File: src/rtl/mac_dot_sequencer.sv
// mac_dot_sequencer: streams operand pairs into a registered MAC datapath and returns bias + sum(a*b)
module mac_dot_sequencer #(
    parameter int LEN_W = 16,
    parameter logic [1:0] MODE_SUM = 2'b00
) (
    input  logic             clk,
    input  logic             reset,
    input  logic             start,
    input  logic [LEN_W-1:0] len,
    input  logic [47:0]      bias,
    output logic             busy,
    input  logic             in_valid,
    output logic             in_ready,
    input  logic [26:0]      in_a,
    input  logic [17:0]      in_b,
    output logic [1:0]       dsp_mode,
    output logic [26:0]      dsp_a,
    output logic [17:0]      dsp_b,
    output logic [47:0]      dsp_x,
    output logic             dsp_cin,
    input  logic [47:0]      dsp_s,
    output logic             out_valid,
    input  logic             out_ready,
    output logic [47:0]      out_data
);
    localparam logic [2:0] IDLE = 3'd0, INIT = 3'd1, STREAM = 3'd2, DRAIN = 3'd3, DONE = 3'd4;
    logic [2:0] state;
    logic [LEN_W-1:0] cnt;
    logic dcnt;
    logic [47:0] bias_r;
    logic xfer;
    assign in_ready = state == STREAM;
    assign xfer = in_valid && in_ready;
    assign busy = state != IDLE;
    assign out_valid = state == DONE;
    assign dsp_mode = MODE_SUM;
    assign dsp_cin = 1'b0;
    // idle operands are zero so bubbles add nothing; x feeds S back except when seeding bias
    assign dsp_a = xfer ? in_a : '0;
    assign dsp_b = xfer ? in_b : '0;
    assign dsp_x = state == INIT ? bias_r : dsp_s;
    always_ff @(posedge clk) begin
        if (reset) begin
            state <= IDLE;
            cnt <= '0;
            dcnt <= 1'b0;
            bias_r <= '0;
            out_data <= '0;
        end else begin
            case (state)
                IDLE: if (start) begin
                    cnt <= len;
                    bias_r <= bias;
                    state <= INIT;
                end
                INIT: begin
                    dcnt <= 1'b0;
                    state <= cnt != '0 ? STREAM : DRAIN;
                end
                STREAM: if (xfer) begin
                    cnt <= cnt - 1'b1;
                    if (cnt == LEN_W'(1)) state <= DRAIN;
                end
                // two cycles lets the last product reach S_reg
                DRAIN: begin
                    dcnt <= ~dcnt;
                    if (dcnt) begin
                        out_data <= dsp_s;
                        state <= DONE;
                    end
                end
                DONE: if (out_ready) state <= IDLE;
                default: state <= IDLE;
            endcase
        end
    end
endmodule

File: config.mk
export PLATFORM = sky130hd
export DESIGN_NAME = mac_dot_sequencer
export DESIGN_NICKNAME = d
export VERILOG_FILES = /design/src/rtl/mac_dot_sequencer.sv
export SDC_FILE = /design/constraint.sdc
export NUM_CORES = 1
export LEC_CHECK = 0
export ABC_AREA = 0
export CORE_MARGIN = 2
export CORE_UTILIZATION = 35
export DETAILED_ROUTE_END_ITERATION = 6
export GPL_TIMING_DRIVEN = 1
export HOLD_SLACK_MARGIN = 0.03
export PLACE_DENSITY = 0.77
export SKIP_CTS_REPAIR_TIMING = 1
export SYNTH_ARGS = -nofsm -noshare
export SYNTH_HDL_FRONTEND = slang
export SYNTH_SLANG_ARGS = --single-unit
File: constraint.sdc
create_clock -name clk -period 1.9 [get_ports clk]
set_input_delay 0.475 -clock clk [delete_from_list [all_inputs] [get_ports clk]]
set_output_delay 0.475 -clock clk [all_outputs]
set_load 0.02 [all_outputs]
Yosys cells after proc, flatten, opt, wreduce, memory -nomap -nowiden --
Index checks and enable logic that the tools add are counted. Widths: inputs -> output; s select.
Word-level totals: input port bits 162, register bits 116
Cells by class: reductions and logical operators 10, add/subtract/negate cells 1, equality and inequality tests 10, bitwise logic cells 1, multiplexer cells 14
Operators by type and width (count):
- $mux 48 | 1
- $mux 16 | 2
- $pmux 16 s2 | 1
- $mux 27 | 1
- $mux 18 | 1
- $eq 16x1->1 const B | 1
- $reduce_bool 16->1 | 1
- $sub 16x1->16 const B | 1
- $mux 3 | 5
- $pmux 3 s5 | 1
- $eq 3x2->1 const B | 2
- $ne 2x1->1 const B | 3
- $reduce_and 5->1 | 1
- $ne 2x2->1 const B | 2
- $reduce_and 2->1 | 2
- $reduce_bool 2->1 | 2
- $eq 3x1->1 const B | 1
- $eq 3x3->1 const B | 1
- $logic_not 3->1 | 1
- $reduce_and 3->1 | 1
- $reduce_bool 3->1 | 1
- $pmux 1 s2 | 1
- $logic_and 1x1->1 | 1
- $mux 1 | 1
- $not 1->1 | 1

Depth between registers and ports, before layout --
depth in word-level cells 4, mapped depth 7

Least setup slack after synthesis --
Ideal clock, no wire load.
path kind register to output, start reg state[1], end out dsp_x[38], stages on the path, launching flop included 6, buffers on the path 3, data arrival time 1.498 ns, path slack -0.073 ns, required time 1.425 ns, cell sequence dfxtp_1 -> buf_2 -> nor2_1 -> buf_2 -> buf_2 -> mux2_2
Between the ends: cells in the longest elaborated chain, start to end 2
Ends and longest elaborated chain:
- start, declared | RTL line 27 | logic [2:0] state;
- start signal, assigned | RTL line 58 | state <= cnt != '0 ? STREAM : DRAIN;
- $eq 3x1->1 | RTL line 41 | assign dsp_x = state == INIT ? bias_r : dsp_s;
- $mux 48 | RTL line 41
- end, declared | RTL line 19 | output logic [47:0] dsp_x,
Every way passes these cells.

Final worst setup path --
start reg state[2], end out dsp_x[21]
The elaborated chain is that of the path after synthesis.

==> summary.md <==
| Metric | Value |
|---|---|
| Total power | 8.63 mW |
| DIE WIDTH | 130 um |
| Synth Register Bits | 116 |
| Post-route ant nets | 0 |
| RSZ-0062 raised after global routing | true |
| Worst hold path startpoint | out_data[7] |
| Clock sinks | 116 |
| Starting Density | 35.5% |
| Tmin final | 2350 ps |
| Die height | 130 um |
| # DRC | 0 |
| WP data required | 1420 ps |
| Final hold viol count | 0 |
| Critical Path Max Stage Delay | 340 ps |
| DP Area | 0.00918 mm2 |
| Reg-to-reg slack, setup | 0 ps |
| Skew-Pair Late Insertion Delay | 420 ps |
| DP Wirelength | 14100 um |
| Dpl cells | 1220 |
| Reg2Reg Capture Point | cnt[3] |
| Core ar. | 0.0157 mm2 |
| FP Rows | 46 |
| Slew HR | 63.6% |
| Die area | 0.0170 mm2 |
| R2r startpoint | state[0] |
| TritonCTS clock tree | yes |
| Crit path capture type | output port |
| Final setup margin | -452 ps |
| Hold EP | out_data[7] |
| Finished Cell Area | 0.00998 mm2 |
| Slowest CP cell | mux2_2 |
| WL final | 21000 um |
| First-pass GRT wire length | 29200 um |
| Arr. time, crit path | 1880 ps |
| Vias per cell | 5.00 |
| Gr ovfl total | 0 |
| Num CTS Buffers | 17 |
| Final setup fails | 94 |
| Startpoint types | register |
| Max-cap violations | 0 |
| Reg2Reg Depth | 7 |
| Critical-path cell list | nand2b_4, nor2_4, buf_6, buf_12, mux2_2, buf_2 |
| DR vias | 6309 |
| Sequential-to-total area share from yosys stat | 41.6% |
| Clock-pin slew on the worst setup and hold paths | 50 ps |
| CTS root buf | clkbuf_16 |
| Layout overhead on the synthesized area | 78.9% |
| # H-tree levels | 4 |
| Share of the synthesized area in the top cell type | 41.6% |
| Pleak | 4.15 nW |
| Syn Area/Cell | 7.92 um2 |
| Top cells by area, synth | dfxtp_1, nand2_1, mux2_2 |
| Yosys warns | 0 |
| Vias in the first global route | 5847 |
| Register area | 0.00232 mm2 |
| Multi-input combinational cell area | 0.00315 mm2 |
| Least-Margin Pin Slew | 546 ps |
| Largest net degree at the start of global routing | 48 |
| Status | complete, but fails checks |
| WHS Path Cells | 2 |
| Router iterations before antenna repair | 4 |
| Mapped Cells | 704 |
| Layout cells sized above 1 | 27.0% |
| Fillers | 1345 |
| EDFF count, synth | 0 |
| Post-DR wirelength/cell | 16.6 um |
| Synth top cells by count | nand2_1, dfxtp_1, a21oi_1, mux2_2, and3_1 |
| Top Ports | 309 |
| Cell variety after synth | 48 |
| Port bufs | 305 |
| Final GP Congestion | 0.840 |
| Crit Path Max Fanout | 11 |
| Pre-CTS setup slack | -549 ps |
| Power Density | 865 mW/mm2 |
| Clock Skew | 15.7 ps |
| Min-Delay Path Class | reg2reg |
| GRT Util Overall | 22.1% |
| # diodes | 0 |
| Initial antenna violation count | 0 |
| Final Core Density | 63.5% |
| Layout Nets | 1198 |
| Peak supply drop | 590 uV |
| Initial DRC count | 306 |
| Worst-case clock buffer depth | 2 |
| Commonest register cell after synthesis | dfxtp_1 |
| Fmax | 0.425 GHz |
| Period utilisation layout | 124% |
| Failing checks | setup timing |
| Max Slew Vio Count | 0 |
| Post-Syn Area | 0.00558 mm2 |
| Synth async-reset ratio | 0% |
| Most frequent cell after synthesis | nand2_1 |
| Yosys top cell by area | dfxtp_1 |
| CP Class | reg2out |
| Fin cells | 1263 |
==> registers in the layout, indices dropped and copies added (netlist names) <==
name and count:
state 3, dcnt 1, bias_r 48, out_data 48
cnt 16
==> critical path: cells and delay by family (launching register included) <==
family                 cells  cell delay [ps]
flip-flops                 1              330
multiplexers               1              340
buffers and inverters      3              460
AND/OR/NAND/NOR            2              310
==> power by group <==
part           internal (mW)  leakage (nW)  switching, mW
Combinational           1.40          2.92           1.28
Sequential              2.59         0.945          0.130
Clock                   2.09         0.289           1.15
Total                   6.07          4.15           2.56
==> cell usage in the layout, fill, tap and decap left out, types with 22 or more instances in the layout <==
cell and instances:
clkbuf_16 22, dfxtp_1 114, clkdlybuf4s50_1 204, nand2_1 199, buf_4 89, a21oi_1 110, mux2_4 27, mux2_2 22
and3_1 31, buf_6 34
==> kinds of logic (layout without fill, tap and decap cells) <==
group | count (synthesis) | count (layout) | synth area share (%)
xor+xnor | 1 | 1 | 0.157
mux | 56 | 56 | 11.1
simple gates | 315 | 315 | 26.7
fa+ha+maj | 2 | 2 | 0.448
buf+inv | 65 | 406 | 5.49
other cells | 1 | 3 | 0.0672
flops | 116 | 116 | 41.6
compound gates | 148 | 148 | 14.4
==> how the worst max path moves through the flow <==
stage,start,to
6_report,state[2],dsp_x[21]
2_1_floorplan,state[1],dsp_a[14]
5_1_grt,state[2],dsp_x[43]
3_5_place_dp,in_valid,dsp_a[17]
4_1_cts,state[2],dsp_x[11]
3_3_place_gp,in_valid,dsp_a[19]
==> metrics by stage <==
step	hold slack (ps)	TNS, ps
finish	451	-37650
CTS	451	-83050
global route	465	-42710
global placement	439	-49750
detailed placement	443	-51000
floorplan	433	-130
==> layout make-up <==
cell class	instances	area share [%]
timing repair buffer	370	36.3
multi-input combinational	525	31.5
sequential	116	23.3
clock buffer	19	4.44
tap	216	2.71
clock inverter	13	1.59
inverter	4	0.188
==> metal layers <==
metal | GRT usage (%) | vias up | share of wire, %
met5 | 0 | - | 0
met4 | 8.10 | 0 | 1.9
met3 | 6.40 | 32 | 7.4
met2 | 40.8 | 259 | 52
met1 | 24.0 | 2954 | 38
li1 | - | 3064 | -
Note: power is estimated with default switching activity, not from simulation.
